## src/rtl/turf_acknack_pkg.sv

```systemverilog
// turf_acknack_pkg: shared constants, FSM encodings and helpers for the TURF ack/nack port
package turf_acknack_pkg;
   localparam int          OPEN_BIT        = 62;
   localparam logic [63:0] ACK_CHECK_BITS  = 64'h800000FF_FFF00000;
   localparam logic [63:0] NACK_CHECK_BITS = 64'h000000FF_FFFFFFFF;
   localparam logic [15:0] REPLY_LEN       = 16'd16;
   localparam int          AN_ALLOW        = 47;
   localparam int          AN_FULL         = 46;
   localparam int          AN_FRAG_LSB     = 32;
   localparam int          AN_FRAG_W       = 11;
   localparam int          AN_TAG_W        = 32;
   localparam logic [2:0]  S_IDLE          = 3'd0;
   localparam logic [2:0]  S_CHECK         = 3'd1;
   localparam logic [2:0]  S_WRITE         = 3'd2;
   localparam logic [2:0]  S_SKIP_ONE      = 3'd3;
   localparam logic [2:0]  S_SKIP_REST     = 3'd4;
   localparam logic [2:0]  S_DUMP          = 3'd5;
   localparam logic [2:0]  S_HDR           = 3'd6;
   localparam logic [2:0]  S_RESP          = 3'd7;
   function automatic logic [15:0] sat_inc(input logic [15:0] v);
      return (v == 16'hFFFF) ? v : v + 16'd1;
   endfunction
endpackage

```

## src/rtl/turf_acknack_dedup.sv

```systemverilog
// turf_acknack_dedup: shift-register history of recently accepted masked qwords with combinational match
module turf_acknack_dedup #(
   parameter int DEDUP_DEPTH = 4
) (
   input  logic        aclk,
   input  logic        aresetn,
   input  logic        clear_i,
   input  logic        push_i,
   input  logic [63:0] din_i,
   output logic        match_o
);
   logic [63:0]            entry_q [DEDUP_DEPTH];
   logic [63:0]            entry_d [DEDUP_DEPTH];
   logic [DEDUP_DEPTH-1:0] valid_q, valid_d;

   always_comb begin
      entry_d = entry_q;
      valid_d = valid_q;
      match_o = 1'b0;
      for (int i = 0; i < DEDUP_DEPTH; i++) match_o = match_o | (valid_q[i] && entry_q[i] == din_i);
      if (push_i) begin
         entry_d[0] = din_i;
         valid_d[0] = 1'b1;
         for (int i = 1; i < DEDUP_DEPTH; i++) begin
            entry_d[i] = entry_q[i-1];
            valid_d[i] = valid_q[i-1];
         end
      end
      if (clear_i) valid_d = '0;
   end

   always_ff @(posedge aclk or negedge aresetn) begin
      if (!aresetn) begin
         valid_q <= '0;
         for (int i = 0; i < DEDUP_DEPTH; i++) entry_q[i] <= '0;
      end else begin
         valid_q <= valid_d;
         entry_q <= entry_d;
      end
   end
endmodule

```

## src/rtl/turf_acknack_port_v2.sv

```systemverilog
// turf_acknack_port_v2: filters request qwords into the ack/nack stream and answers each request with a one-qword reply
module turf_acknack_port_v2
   import turf_acknack_pkg::*;
#(
   parameter logic [63:0] CHECK_BITS  = ACK_CHECK_BITS,
   parameter int          DEDUP_DEPTH = 4,
   parameter int          MAX_ENTRIES = 16
) (
   input  logic        aclk,
   input  logic        aresetn,
   input  logic        event_open_i,
   input  logic [9:0]  nfragment_count_i,
   input  logic [63:0] s_udphdr_tdata,
   input  logic        s_udphdr_tvalid,
   output logic        s_udphdr_tready,
   input  logic [63:0] s_udpdata_tdata,
   input  logic [7:0]  s_udpdata_tkeep,
   input  logic        s_udpdata_tlast,
   input  logic        s_udpdata_tvalid,
   output logic        s_udpdata_tready,
   output logic [63:0] m_udphdr_tdata,
   output logic        m_udphdr_tvalid,
   input  logic        m_udphdr_tready,
   output logic [63:0] m_udpdata_tdata,
   output logic [7:0]  m_udpdata_tkeep,
   output logic        m_udpdata_tlast,
   output logic        m_udpdata_tvalid,
   input  logic        m_udpdata_tready,
   output logic [47:0] m_acknack_tdata,
   output logic        m_acknack_tvalid,
   input  logic        m_acknack_tready,
   output logic [15:0] dup_count_o,
   output logic [15:0] overflow_count_o
);
   localparam logic [63:0] MASK  = CHECK_BITS & ~(64'd1 << OPEN_BIT);
   localparam logic [7:0]  MAX_E = 8'(MAX_ENTRIES);

   logic [2:0]  state_q, state_d;
   logic [31:0] ip_q, ip_d;
   logic [15:0] port_q, port_d, dup_q, dup_d, ovf_q, ovf_d;
   logic [7:0]  entries_q, entries_d;
   logic        first_q, first_d, full_nack_q, full_nack_d, open_q;
   logic [10:0] frag_q, frag_d;
   logic [63:0] last_q, last_d, masked;
   logic        match, push, unused_hdr;

   assign masked     = s_udpdata_tdata & MASK;
   assign unused_hdr = ^s_udphdr_tdata[15:0];

   turf_acknack_dedup #(.DEDUP_DEPTH(DEDUP_DEPTH)) u_dedup (
      .aclk   (aclk),
      .aresetn(aresetn),
      .clear_i(!event_open_i),
      .push_i (push),
      .din_i  (masked),
      .match_o(match)
   );

   always_comb begin
      state_d          = state_q;
      ip_d             = ip_q;
      port_d           = port_q;
      entries_d        = entries_q;
      first_d          = first_q;
      full_nack_d      = full_nack_q;
      last_d           = last_q;
      dup_d            = dup_q;
      ovf_d            = ovf_q;
      push             = 1'b0;
      s_udphdr_tready  = 1'b0;
      s_udpdata_tready = 1'b0;
      m_acknack_tvalid = 1'b0;
      m_udphdr_tvalid  = 1'b0;
      m_udpdata_tvalid = 1'b0;
      frag_d = (event_open_i && !open_q) ? {1'b0, nfragment_count_i} + 11'd1 : frag_q;
      case (state_q)
         S_IDLE: begin
            s_udphdr_tready = 1'b1;
            if (s_udphdr_tvalid) begin
               ip_d      = s_udphdr_tdata[63:32];
               port_d    = s_udphdr_tdata[31:16];
               entries_d = '0;
               first_d   = 1'b1;
               state_d   = S_CHECK;
            end
         end
         S_CHECK: if (s_udpdata_tvalid) begin
            full_nack_d = s_udpdata_tdata[19:0] == 20'hFFFFF;
            // overflow is tested before dedup so a qword never counts twice
            if (s_udpdata_tkeep != 8'hFF) state_d = first_q ? S_DUMP : S_SKIP_REST;
            else if (!event_open_i) state_d = S_SKIP_REST;
            else if (entries_q == MAX_E) begin
               ovf_d   = sat_inc(ovf_q);
               state_d = S_SKIP_ONE;
            end else if (match) begin
               dup_d   = sat_inc(dup_q);
               state_d = S_SKIP_ONE;
            end else state_d = S_WRITE;
         end
         S_WRITE: begin
            m_acknack_tvalid = 1'b1;
            s_udpdata_tready = m_acknack_tready;
            if (m_acknack_tready && s_udpdata_tvalid) begin
               push      = 1'b1;
               last_d    = masked;
               entries_d = entries_q + 8'd1;
               first_d   = 1'b0;
               state_d   = s_udpdata_tlast ? S_HDR : S_CHECK;
            end
         end
         S_SKIP_ONE: begin
            s_udpdata_tready = 1'b1;
            if (s_udpdata_tvalid) begin
               first_d = 1'b0;
               state_d = s_udpdata_tlast ? S_HDR : S_CHECK;
            end
         end
         S_SKIP_REST: begin
            s_udpdata_tready = 1'b1;
            if (s_udpdata_tvalid && s_udpdata_tlast) state_d = S_HDR;
         end
         S_DUMP: begin
            s_udpdata_tready = 1'b1;
            if (s_udpdata_tvalid && s_udpdata_tlast) state_d = S_IDLE;
         end
         S_HDR: begin
            m_udphdr_tvalid = 1'b1;
            if (m_udphdr_tready) state_d = S_RESP;
         end
         default: begin
            m_udpdata_tvalid = 1'b1;
            if (m_udpdata_tready) state_d = S_IDLE;
         end
      endcase
   end

   always_comb begin
      m_acknack_tdata                               = '0;
      m_acknack_tdata[AN_ALLOW]                     = s_udpdata_tdata[63];
      m_acknack_tdata[AN_FULL]                      = full_nack_q;
      m_acknack_tdata[AN_FRAG_LSB +: AN_FRAG_W]     = frag_q;
      m_acknack_tdata[AN_TAG_W-1:0]                 = s_udpdata_tdata[AN_TAG_W-1:0];
   end

   assign m_udphdr_tdata   = {ip_q, port_q, REPLY_LEN};
   assign m_udpdata_tdata  = (last_q & MASK) | ({63'd0, event_open_i} << OPEN_BIT);
   assign m_udpdata_tkeep  = 8'hFF;
   assign m_udpdata_tlast  = 1'b1;
   assign dup_count_o      = dup_q;
   assign overflow_count_o = ovf_q;

   always_ff @(posedge aclk or negedge aresetn) begin
      if (!aresetn) begin
         state_q     <= S_IDLE;
         ip_q        <= '0;
         port_q      <= '0;
         entries_q   <= '0;
         first_q     <= 1'b0;
         full_nack_q <= 1'b0;
         open_q      <= 1'b0;
         frag_q      <= '0;
         last_q      <= '0;
         dup_q       <= '0;
         ovf_q       <= '0;
      end else begin
         state_q     <= state_d;
         ip_q        <= ip_d;
         port_q      <= port_d;
         entries_q   <= entries_d;
         first_q     <= first_d;
         full_nack_q <= full_nack_d;
         open_q      <= event_open_i;
         frag_q      <= frag_d;
         last_q      <= last_d;
         dup_q       <= dup_d;
         ovf_q       <= ovf_d;
      end
   end
endmodule

```

## config.mk

```make
export PLATFORM = sky130hd
export DESIGN_NAME = turf_acknack_port_v2
export DESIGN_NICKNAME = d
export VERILOG_FILES = /design/src/rtl/turf_acknack_pkg.sv /design/src/rtl/turf_acknack_dedup.sv /design/src/rtl/turf_acknack_port_v2.sv
export SDC_FILE = /design/constraint.sdc
export NUM_CORES = 1
export LEC_CHECK = 0
export ABC_AREA = 1
export CAP_MARGIN = 0
export CORE_MARGIN = 5
export CORE_UTILIZATION = 37
export DETAILED_ROUTE_END_ITERATION = 16
export PLACE_DENSITY = 0.76
export SETUP_SLACK_MARGIN = 0.15
export SLEW_MARGIN = 20
export SYNTH_ARGS = -nofsm -noshare
export SYNTH_HDL_FRONTEND = slang
export SYNTH_SLANG_ARGS = --single-unit
```

## constraint.sdc

```tcl
create_clock -name aclk -period 1.9 [get_ports aclk]
set_clock_uncertainty 0.15 [all_clocks]
set_input_delay 0.285 -clock aclk [delete_from_list [all_inputs] [get_ports aclk]]
set_output_delay 0.285 -clock aclk [all_outputs]
set_load 0.01 [all_outputs]
```

==> impl_results.md <==
- Min Clock Period, post-route: 2.16 ns
- WS Path Type: flop to flop
- Later-pin clock latency in the skew report: 0.45 ns
- DR iter-0 viols: 897
- Initial Util: 37.5%
- RSZ-0062 raised after global routing: true
- Power Density: 1180 nW/um2
- Pleak: 9.52 nW
- Area Growth Syn to Fin: 63.0%
- Final #Nets: 2207
- HP Class: primary input to flop
- Count of final hold-check violations: 0
- GRT Total Usage: 19.6%
- Failing checks: setup timing
- DIE WIDTH: 183 um
- Async SR Flop Fraction: 100%
- Req. time, crit path: 2.09 ns
- Post-Synthesis Cells: 1535
- Final core occ: 61.1%
- Die area: 33600 um2
- Fin crit share: 113%
- Post-synth top flop: dfrtp_1
- CP max FO: 4
- WL final: 41.6 mm
- Average wire per cell in the routed design: 17.0 um
- Distinct cell type count after synthesis: 40
- Largest family of logic cells by synthesized area: simple AND/OR/NAND/NOR gates
- Crit path DAT: 2.34 ns
- Number of buffers created by CTS: 17
- Post-DP HPWL: 25.0 mm
- Worst vdd ir: 0.851 mV
- CTS Sinks: 193
- Worst Setup Start Kind: flop
- Finished Layout Cells: 2451
- Area of the mapped netlist: 11100 um2
- Core ar.: 29600 um2
- Yosys warns: 0
- TritonRoute pass-1 iters: 6
- EDFF count, synth: 0
- Placement row count: 63
- Max-slew violations: 0
- Gpl congestion: 0.919
- Yosys reg bits: 193
- Register area: 4840 um2
- Initial antenna violation count: 2
- Deepest clock path buffer count: 2
- Syn avg cell area: 7.24 um2
- Post-route DRC: 0
- First-pass GRT wire length: 53.9 mm
- Vias in the first global route: 11114
- Final setup fails: 99
- Dpl ws: -0.763 ns
- Worst Slack Setup Final: -0.255 ns
- Setup total negative slack: -9.12 ns
- Simple-gate share of the synthesized area: 31.9%
- DR vias: 12096
- GR Overflow Total: 0
- Mux cell area share after synthesis: 0%
- CTS tree: built
- I/O pin cnt: 377
- IO Port Bufs: 267
- Status: finished with violations
- Placed cell count: 2304
- Synth Area in Adders: 0.563%
- Remaining antenna violation count after routing: 0
- H-tree levels: 4
- Ratio of cells with drive above 1 in the final layout: 33.8%
- Synthesized-area fraction occupied by xor and xnor cells: 2.92%
- Synth Area in Compound Gates: 5.64%
- Sequential-to-total area share from yosys stat: 43.5%
- Max Fclk: 0.464 GHz
- Pin count of the biggest net entering global routing: 62
- Root Buffer: clkbuf_16
- Clk slew on worst S/H paths: 0.09 ns
- Die H: 183 um
- Layout fillers: 2371
- Number of vias per cell: 4.94
- Reg-to-reg setup timing slack: -0.26 ns
- Setup crit end kind: flop
- Area of the multi-input gates: 5930 um2
- Max Cap Violations: 0
[cell usage in the layout (no fill, tap or decap), types with 16 or more instances in the layout]
cell type and instances:
inv_2 37, dlygate4sd2_1 115, nand2_2 104, clkbuf_16 34
xor2_1 21, conb_1 70, dfrtp_1 183, o21ai_1 63
nor2_1 82, nand2_4 38, nand4_1 34, inv_1 123
nand2_1 459, buf_4 235, o21ai_2 32, clkdlybuf4s50_1 102
dlymetal6s2s_1 18, nand3_1 24, buf_6 42, nor2_4 24
nor2_2 32, nor3_1 16
[per-layer routing]
layer / part of all wire (%) / track usage (%) / vias up
met5: 0 / 0 / -
met4: 4.6 / 6.50 / 0
met3: 9.2 / 5.37 / 165
met2: 50 / 33.9 / 640
met1: 36 / 23.6 / 5692
li1: - / - / 5599
[worst paths after layout]
kind	from	end	cells after the start
max in group asynchronous	aresetn	entries_q[7]$_DFFE_PN0P_	3
worst max-delay path	dup_count_o[1]$_DFFE_PN0P_	dup_count_o[6]$_DFFE_PN0P_	13
worst min-delay path	nfragment_count_i[0]	frag_q[0]$_DFFE_PN0P_	3
worst max register to register	dup_count_o[1]$_DFFE_PN0P_	dup_count_o[6]$_DFFE_PN0P_	13
min in group asynchronous	aresetn	u_dedup.entry_q[63]$_DFFE_PN0P_	2
worst min register to register	ip_q[7]$_DFFE_PN0P_	ip_q[7]$_DFFE_PN0P_	2
[power by group]
part	total [mW]	internal (mW)	leakage (nW)	switching, mW
registers	6.90	5.61	2.38	1.30
clock network	3.75	1.81	0.291	1.93
logic	10.8	5.15	6.85	5.64
[through the flow]
stage | cell area [um2] | hold slack (ns) | power [mW]
finish | 18100 | 0.0472 | 21.4
global route | 18100 | 0.0421 | 22.7
CTS | 16100 | 0.128 | 18.9
detailed placement | 15100 | 0.105 | 15.2
global placement | 15100 | 0.0978 | 15.0
floorplan | 11400 | -0.161 | 10.9
[cell usage after synthesis (2+ instances only)]
master	number	share of area, %
o21ai_1	2	0.090
buf_4	126	8.5
nor2_4	7	0.71
xnor2_1	16	1.3
nand3_2	2	0.18
dfrtp_1	193	43
clkinv_1	2	0.068
o21ai_0	98	4.4
nand3_1	29	1.3
nand2_1	595	20
a21oi_1	13	0.59
o31ai_1	3	0.20
xor2_1	21	1.7
nand2_4	2	0.20
clkbuf_1	18	0.61
nor2_1	124	4.2
nor3b_1	3	0.20
nor4_1	7	0.39
nand2_2	5	0.28
buf_2	11	0.50
nand3b_1	3	0.20
inv_2	23	0.78
nor2_2	7	0.39
o22ai_1	2	0.11
nand4_1	34	1.9
ha_1	5	0.56
inv_1	145	4.9
conb_1	2	0.068
nor3_1	25	1.1
nor2b_1	2	0.11
[repair_timing]
action                                  CTS  global route
hold endpoints to repair                111             0
endpoints found under the setup margin  242           161
resized for setup                       268           455
hold buffers                              1             0
buffers inserted                         35            48
pin swaps                                32           112
gates cloned                              1            29
[registers in the layout, summed over array words and instances, names as in the netlist]
signal            cells
dup_count_o          16
entries_q             8
first_q               1
frag_q               11
full_nack_q           1
ip_q                 32
open_q                1
overflow_count_o     16
port_q               16
state_q               3
u_dedup.entry_q      84
u_dedup.valid_q       4
[layout make-up]
cell class              instances  area share (%)
diodes                          1          0.0138
multi-input cells            1084            32.7
clock buffers                  18            2.42
clock inverters                14           0.919
well taps                     390            2.69
inverters                     170            3.67
repair buffers                581            30.8
flip-flops and latches        193            26.7
[kinds of logic after synthesis]
logic type	Yosys count
buf+inv	326
compound gates	121
other cells	2
xor+xnor	37
simple gates	851
flops	193
fa+ha+maj	5
[worst max-delay path: stages, from the launching register on]
cell	delay, ns
dfrtp_1	0.40
ha_2	0.22
nand2_2	0.07
nor2_4	0.10
nand3_2	0.09
nor2_1	0.12
nand3_1	0.12
o21ai_2	0.21
nor2_4	0.10
nand2_8	0.08
buf_4	0.14
nor2_4	0.04
xnor2_1	0.15
inv_1	0.06
Power figures use the tool's default switching activity.
